[src/rtl/eq2_seq_pkg.sv]
// Shared definitions for the eq2 vector self-test sequencer:
// state encoding, vector field layout and vector width.
package eq2_seq_pkg;

    // One vector is {a[1:0], b[1:0], exp}
    localparam int VEC_W   = 5;
    localparam int A_MSB   = 4;
    localparam int A_LSB   = 3;
    localparam int B_MSB   = 2;
    localparam int B_LSB   = 1;
    localparam int EXP_BIT = 0;

    // State encoding
    localparam logic [2:0] ST_IDLE   = 3'd0;
    localparam logic [2:0] ST_LOAD   = 3'd1;
    localparam logic [2:0] ST_SETTLE = 3'd2;
    localparam logic [2:0] ST_CHECK  = 3'd3;
    localparam logic [2:0] ST_DONE   = 3'd4;

    typedef enum logic [2:0] {
        S_IDLE   = ST_IDLE,
        S_LOAD   = ST_LOAD,
        S_SETTLE = ST_SETTLE,
        S_CHECK  = ST_CHECK,
        S_DONE   = ST_DONE
    } state_t;

endpackage

[src/rtl/eq2_vec_ram.sv]
// Vector memory: 2^ADDR_W entries of VEC_W bits, synchronous write,
// asynchronous (combinational) read. Contents are never reset.
module eq2_vec_ram
    import eq2_seq_pkg::*;
#(
    parameter int ADDR_W = 3
) (
    input  logic              clk,
    input  logic              i_we,
    input  logic [ADDR_W-1:0] i_waddr,
    input  logic [VEC_W-1:0]  i_wdata,
    input  logic [ADDR_W-1:0] i_raddr,
    output logic [VEC_W-1:0]  o_rdata
);

    logic [VEC_W-1:0] r_mem [2**ADDR_W];

    // Write port: one entry per enabled rising edge
    always_ff @(posedge clk) begin
        if (i_we) begin
            r_mem[i_waddr] <= i_wdata;
        end
    end

    assign o_rdata = r_mem[i_raddr];

endmodule

[src/rtl/eq2_vec_seq.sv]
// Self-test sequencer for the 2-bit equality comparator. Applies stored
// vectors to an external comparator, waits SETTLE cycles, samples aeqb and
// accumulates mismatches.
// Optional build macro EQ2_SEQ_STOP_ON_FAIL_EN: the first mismatch ends the
// run immediately (default build always runs all N_VEC vectors).
//
// Control protocol: start is a level sampled only in IDLE (ignored while
// busy, never queued); done is a one-cycle pulse marking the end of a run;
// pass/err_cnt/fail_* are valid from done until the next accepted start.
// wr_en writes only while busy=0; a write and start in the same cycle are
// both honoured and the run sees the new data.
module eq2_vec_seq
    import eq2_seq_pkg::*;
#(
    parameter int ADDR_W = 3,
    parameter int N_VEC  = 8,
    parameter int SETTLE = 2
) (
    input  logic              clk,
    input  logic              reset,
    input  logic              start,
    input  logic              wr_en,
    input  logic [ADDR_W-1:0] wr_addr,
    input  logic [VEC_W-1:0]  wr_data,
    input  logic              aeqb,
    output logic [1:0]        a,
    output logic [1:0]        b,
    output logic              busy,
    output logic              done,
    output logic              pass,
    output logic [ADDR_W:0]   err_cnt,
    output logic              fail_valid,
    output logic [ADDR_W-1:0] fail_addr,
    output logic [2:0]        dbg_state
);

    localparam int CNT_W = (SETTLE > 1) ? $clog2(SETTLE) : 1;
    localparam logic [ADDR_W-1:0] LAST_IDX  = ADDR_W'(N_VEC - 1);
    localparam logic [CNT_W-1:0]  CNT_START = CNT_W'(SETTLE - 1);

    state_t              r_state;
    state_t              w_next_state;
    logic [ADDR_W-1:0]   r_idx;
    logic [CNT_W-1:0]    r_cnt;
    logic [1:0]          r_a;
    logic [1:0]          r_b;
    logic                r_exp;
    logic [ADDR_W:0]     r_err;
    logic                r_fail_valid;
    logic [ADDR_W-1:0]   r_fail_addr;
    logic                r_pass;

    logic [VEC_W-1:0]    w_rdata;
    logic                w_mismatch;
    logic                w_stop;
    logic                w_last;
    logic [ADDR_W:0]     w_err_next;

    eq2_vec_ram #(.ADDR_W(ADDR_W)) u_ram (
        .clk     (clk),
        .i_we    (wr_en && (r_state == S_IDLE)),
        .i_waddr (wr_addr),
        .i_wdata (wr_data),
        .i_raddr (r_idx),
        .o_rdata (w_rdata)
    );

    assign w_mismatch = (aeqb != r_exp);
    assign w_last     = (r_idx == LAST_IDX);
    assign w_err_next = r_err + {{ADDR_W{1'b0}}, w_mismatch};

`ifdef EQ2_SEQ_STOP_ON_FAIL_EN
    assign w_stop = w_mismatch;
`else
    assign w_stop = 1'b0;
`endif

    // State register
    always_ff @(posedge clk or posedge reset) begin
        if (reset) begin
            r_state <= S_IDLE;
        end else begin
            r_state <= w_next_state;
        end
    end

    // Next-state logic
    always_comb begin
        w_next_state = r_state;
        case (r_state)
            S_IDLE:   if (start) w_next_state = S_LOAD;
            S_LOAD:   w_next_state = S_SETTLE;
            S_SETTLE: if (r_cnt == '0) w_next_state = S_CHECK;
            S_CHECK:  w_next_state = (w_last || w_stop) ? S_DONE : S_LOAD;
            S_DONE:   w_next_state = S_IDLE;
            default:  w_next_state = S_IDLE;
        endcase
    end

    // Datapath: operand registers, settle counter, index and error tracking.
    // pass is captured on the CHECK->DONE edge so it is already valid while
    // done is high.
    always_ff @(posedge clk or posedge reset) begin
        if (reset) begin
            r_idx        <= '0;
            r_cnt        <= '0;
            r_a          <= '0;
            r_b          <= '0;
            r_exp        <= 1'b0;
            r_err        <= '0;
            r_fail_valid <= 1'b0;
            r_fail_addr  <= '0;
            r_pass       <= 1'b0;
        end else begin
            case (r_state)
                S_IDLE: begin
                    if (start) begin
                        r_idx        <= '0;
                        r_err        <= '0;
                        r_fail_valid <= 1'b0;
                        r_fail_addr  <= '0;
                        r_pass       <= 1'b0;
                    end
                end
                S_LOAD: begin
                    r_a   <= w_rdata[A_MSB:A_LSB];
                    r_b   <= w_rdata[B_MSB:B_LSB];
                    r_exp <= w_rdata[EXP_BIT];
                    r_cnt <= CNT_START;
                end
                S_SETTLE: begin
                    if (r_cnt != '0) begin
                        r_cnt <= r_cnt - 1'b1;
                    end
                end
                S_CHECK: begin
                    r_err <= w_err_next;
                    if (w_mismatch && !r_fail_valid) begin
                        r_fail_valid <= 1'b1;
                        r_fail_addr  <= r_idx;
                    end
                    if (w_last || w_stop) begin
                        r_pass <= (w_err_next == '0);
                    end else begin
                        r_idx <= r_idx + 1'b1;
                    end
                end
                default: ;
            endcase
        end
    end

    assign a          = r_a;
    assign b          = r_b;
    assign busy       = (r_state != S_IDLE);
    assign done       = (r_state == S_DONE);
    assign pass       = r_pass;
    assign err_cnt    = r_err;
    assign fail_valid = r_fail_valid;
    assign fail_addr  = r_fail_addr;
    assign dbg_state  = r_state;

endmodule

[config.mk]
export PLATFORM = sky130hd
export DESIGN_NAME = eq2_vec_seq
export DESIGN_NICKNAME = d
export VERILOG_FILES = /design/src/rtl/eq2_seq_pkg.sv /design/src/rtl/eq2_vec_ram.sv /design/src/rtl/eq2_vec_seq.sv
export SDC_FILE = /design/constraint.sdc
export NUM_CORES = 1
export LEC_CHECK = 0
export CAP_MARGIN = 20
export CORE_MARGIN = 2
export CORE_UTILIZATION = 30
export DETAILED_ROUTE_END_ITERATION = 12
export MAX_ROUTING_LAYER = met4
export PLACE_DENSITY_LB_ADDON = 0.3
export SYNTH_ARGS = -nofsm -noshare
export SYNTH_HDL_FRONTEND = slang
export SYNTH_HIERARCHICAL = 1
export SYNTH_SLANG_ARGS = --single-unit
[constraint.sdc]
create_clock -name clk -period 4.5 [get_ports clk]
set_input_delay 1.35 -clock clk [delete_from_list [all_inputs] [get_ports clk]]
set_output_delay 1.35 -clock clk [all_outputs]
set_load 0.1 [all_outputs]
Yosys cells after proc, flatten, opt, wreduce, memory -nomap -nowiden
Memory sizes are Yosys's and may differ from the RTL's. A register that Yosys moved wholly into a read port is not among the register bits. Index checks and enable logic that the tools add are counted.

$add $sub $neg: 3. Equal/unequal tests: 11. Mux-type cells: 20. Reductions and logical operators: 13.

Operator list (count): $mux 3 (6); $pmux 3 s2 (2); $pmux 3 s4 (1); $ne 2x2->1 const B (5); $reduce_and 3->1 (3); $pmux 4 s2 (1); $eq 3x2->1 const B (2); $eq 3x3->1 const B (2); $mux 1 (6); $pmux 1 s2 (3); $add 4x1->4 (1); $logic_not 4->1 (1); $mux 4 (1); $reduce_and 2->1 (2); $reduce_bool 2->1 (2); $add 3x1->3 const B (1); $eq 3x1->1 const B (1); $logic_not 3->1 (1); $reduce_bool 3->1 (1); $logic_and 1x1->1 (2); $logic_not 1->1 (1); $ne 1x1->1 (1); $sub 1x1->1 const B (1).

Bits in registers: 16. RAM bits: 40. Output and inout port bits: 18. Memories kept: 1.

Memories: u_ram.r_mem (depth 8, width 5, read ports 1, clocked after memory_dff 1, wr ports 1, RTL line eq2_vec_ram.sv:16) `logic [VEC_W-1:0] r_mem [2**ADDR_W];`.

Logic depth before layout (Yosys ltp)
Depth after elaboration: 5. Gate-level depth with buffers: 6.

Hierarchy
Netlist, hierarchy kept.

Modules (own cells, without submodules): eq2_vec_ram (times used 1, cells each 70, area each 1594.0 um2, seq. area each 1201.2 um2); eq2_vec_seq (times used 1, cells each 86, area each 1047.3 um2, seq. area each 525.5 um2).

Least setup slack after synthesis
No wires, ideal clock.

Path type: register to output. Start: reg r_state[2], in the netlist dbg_state[2]. End: out done. Data arrival time: 3.354 ns. Data required time: 3.150 ns. Slack: -0.204 ns. Cell stages (with the launch flop): 3. Cells stage by stage: dfrtp_1 buf_6 nor3b_1.

Longest elaborated chain between the ends: 1.

Ends and longest elaborated chain: from (decl) (RTL line eq2_vec_seq.sv:41) `state_t r_state;`; from (signal assigned) (RTL line eq2_vec_seq.sv:83) `r_state <= w_next_state;`; $eq 3x3->1 (RTL line eq2_vec_seq.sv:156) `assign done = (r_state == S_DONE);`; to (decl) (RTL line eq2_vec_seq.sv:29) `output logic done,`.

Every way passes these cells.

Worst setup path in the final report
Start: reg r_state[0], in the netlist dbg_state[0]. End: out busy.

Longest elaborated chain between the ends: 1.

Ends and longest elaborated chain: $reduce_bool 3->1 (RTL line eq2_vec_seq.sv:155) `assign busy = (r_state != S_IDLE);`; to (decl) (RTL line eq2_vec_seq.sv:28) `output logic busy,`.

Every way passes these cells.

==> summary.md <==
| Metric | Value |
|---|---|
| Final WS setup | 0.836 ns |
| Post-Place Setup Slack | 1.19 ns |
| WP data arrival | 2.31 ns |
| Highest Clock Rate | 273 MHz |
| Sequential share of power | 34.9% |
| Clk pwr share | 23.2% |
| Max Cap Viol | 0 |
| IO buf count | 30 |
| Ratio of cells with drive above 1 in the final layout | 17.4% |
| Total power | 2.30 mW |
| Final clock skew | 0.00249 ns |
| DP HPWL | 3310 um |
| Initial antenna violation count | 0 |
| Clk sink count | 61 |
| Reg clk slew, reported paths | 0.07 ns |
| Post-synthesis average cell area | 16.9 sq um |
| Count of cell types in the netlist | 36 |
| P_int | 1.34 mW |
| M1 GR Usage | 13.5% |
| Die H | 97.8 um |
| Root buffer cell | clkbuf_8 |
| CTS buffer count | 9 |
| PwrDens | 707 nW/um^2 |
| Multi-input gate area | 851 sq um |
| Final setup vio count | 0 |
| Fillers | 810 |
| Non-Filler Instances | 303 |
| Unrepaired setup endpoints after global routing | no |
| Number of global-route vias before repair | 1460 |
| Placed cells | 287 |
| Syn. warnings | 6 |
| Type of the worst min-delay path | flop to flop |
| P_leak | 1.22 nW |
| # diodes | 0 |
| Vias | 1424 |
| CTS tree | yes |
| DRT Pass-1 Iters | 4 |
| Post-layout nets | 207 |
| Syn Inst Count | 156 |
| Post-synthesis sequential area ratio | 65.4% |
| Peak supply drop | 0.239 mV |
| H-tree levels | 3 |
| First-pass GRT wire length | 7820 um |
| Clock period minus worst slack | 3.66 ns |
| CTS Buffer Depth | 2 |
| Crit path launch type | flop |
| NetSw | 0.962 mW |
| Slew margin rel. | 34.0% |
| Most Crowded Layer GR | met2 |
| Least-Margin Pin Slew | 0.988 ns |
| Avg WL per Cell | 15.5 um |
| # DRC | 0 |
| Worst EP required | 3.15 ns |
| Yosys reg bits | 61 |
| Post-synthesis net count | 173 |
| GR Util met3 | 4.80% |
| GR Overflow Total | 0 |
| Resized cells post-CTS | 0 |
| Largest net degree at the start of global routing | 22 |
| Setup repair bufs after CTS | 0 |
| Final slew viol count | 0 |
| I/O Pins | 31 |
| Starting Density | 30.6% |
| Area leader, netlist | edfxtp_1 |
| Fin Hold WS | 0.515 ns |
| Yosys top cell area share | 45.5% |
| Placement Cell Area | 3030 sq um |
| GPL Wtd Cong | 0.677 |
| Critical-path maximum fanout | 12 |
| Core area | 8640 sq um |
| Hold_buf cts | 0 |
| Status | finished clean |
| Period utilisation layout | 81.4% |
| Final Instance Area | 3250 sq um |
| Antenna viol nets, final | 0 |
| Sum of negative setup slack | 0 ns |
| DIE AREA | 9570 sq um |
| Num rows | 34 |
| Met2 Use GR | 17.0% |
| Clk_lat worst skew | 0.34 ns |
| Synth area leaders | edfxtp_1, dfrtp_1, mux4_1, mux2_2, ha_1 |
| DRT Wirelength | 4700 um |
| GRT Total Usage | 11.2% |
| Area growth from synthesis to layout | 23.1% |
| Combinational share of power | 41.9% |
| Worst setup path category | flop to output port |
| Hold Vio Cnt, Final | 0 |
| Synthesized area | 2640 sq um |
| Switching share of power | 41.9% |
| Die Wd | 97.8 um |
| CP endpoint kind | output port |
| Vias/cell | 4.70 |
| DR iter-0 viols | 31 |
| Fin util | 37.6% |
| Sequential Area | 1730 sq um |
[layout make-up]
cell class | instances | area share [%]
Clock inverter | 7 | 3.04
Tap cell | 108 | 4.16
Multi-Input combinational cell | 84 | 26.2
Inverter | 4 | 0.462
Sequential cell | 61 | 53.1
Clock buffer | 9 | 3.81
Timing Repair Buffer | 30 | 9.24
[final timing paths]
| path | slack [ns] | start | end | cells after the start |
|---|---|---|---|---|
| min | 0.52 | pass | pass | 1 |
| min in group asynchronous | 1.48 | reset | fail_addr[0] | 2 |
| max | 0.84 | dbg_state[0] | busy | 2 |
| max reg2reg | 2.26 | dbg_state[0] | u_ram/r_mem[4][3] | 4 |
| min reg2reg | 0.52 | pass | pass | 1 |
| max in group asynchronous | 2.51 | reset | a[1] | 2 |
[synth_stat cells, drive strengths merged]
cell,count
nand2b,4
mux2i,2
xor2,2
o21ai,2
nor3b,1
edfxtp,40
and2,2
xnor2,1
nor4b,1
dfrtp,21
nor4,1
a22o,5
or3b,1
clkbuf,2
nor3,2
o2bb2ai,1
and3b,1
mux2,14
nor2,11
a32o,1
inv,4
or2b,1
nand3,2
buf,5
nand2,3
a21oi,2
a21o,2
or3,1
ha,4
nand3b,2
nor2b,5
mux4,10
[cell usage in the layout (no fill, tap or decap), types with 2 or more instances in the layout]
| master | Yosys | routed |
|---|---|---|
| a22o_1 | 3 | 3 |
| clkinv_4 | 0 | 2 |
| o21ai_0 | 2 | 2 |
| nand2b_1 | 4 | 4 |
| and2_1 | 2 | 2 |
| mux4_1 | 10 | 10 |
| a22o_2 | 2 | 2 |
| a21oi_1 | 2 | 2 |
| ha_1 | 4 | 4 |
| dfrtp_1 | 21 | 21 |
| mux2_2 | 13 | 13 |
| clkdlybuf4s50_1 | 0 | 30 |
| mux2i_1 | 2 | 2 |
| a21o_1 | 2 | 2 |
| edfxtp_1 | 40 | 40 |
| nand3_1 | 2 | 2 |
| xor2_1 | 2 | 2 |
| nand2_1 | 3 | 3 |
| bufinv_16 | 0 | 2 |
| nor3_1 | 2 | 2 |
| nor2b_1 | 5 | 5 |
| clkbuf_8 | 0 | 9 |
| nor2_1 | 11 | 11 |
| nand3b_1 | 2 | 2 |
| inv_1 | 4 | 4 |
[state kept, by name, indices dropped and copies added (netlist names)]
name	flops
a	2
b	2
dbg_state	3
err_cnt	4
fail_addr	3
fail_valid	1
pass	1
r_cnt	1
r_exp	1
r_idx	3
u_ram/r_mem	40
[power by group through the flow]
| stage | Clock (mW) | Sequential (mW) | Combinational, mW |
|---|---|---|---|
| floorplan | 0 | 1.16 | 0.432 |
| global placement | 0 | 0.815 | 0.968 |
| detailed placement | 0 | 0.818 | 0.970 |
| CTS | 0.551 | 0.808 | 0.973 |
| global route | 0.578 | 0.825 | 1.02 |
| finish | 0.534 | 0.803 | 0.962 |
[critical path, cell delays in order (launching register included)]
cell and delay [ns]:
dfrtp_1 0.52, or3_1 0.47, clkdlybuf4s50_1 0.99
[kinds of logic (layout without fill, tap and decap cells)]
kind of cell / after synthesis / count (layout) / synth area share [%]
buf+inv: 11 / 50 / 2.61
mux: 26 / 26 / 16.8
simple gates: 38 / 38 / 8.53
fa+ha+maj: 4 / 4 / 1.89
compound gates: 13 / 13 / 3.79
flops: 61 / 61 / 65.4
xor+xnor: 3 / 3 / 0.995
[layer usage]
metal	vias to the layer above	share of wire, %
li1	671	-
met1	713	45
met2	33	49
met3	7	4.3
met4	0	1.1
met5	-	0
Note: power is estimated with default switching activity, not from simulation.
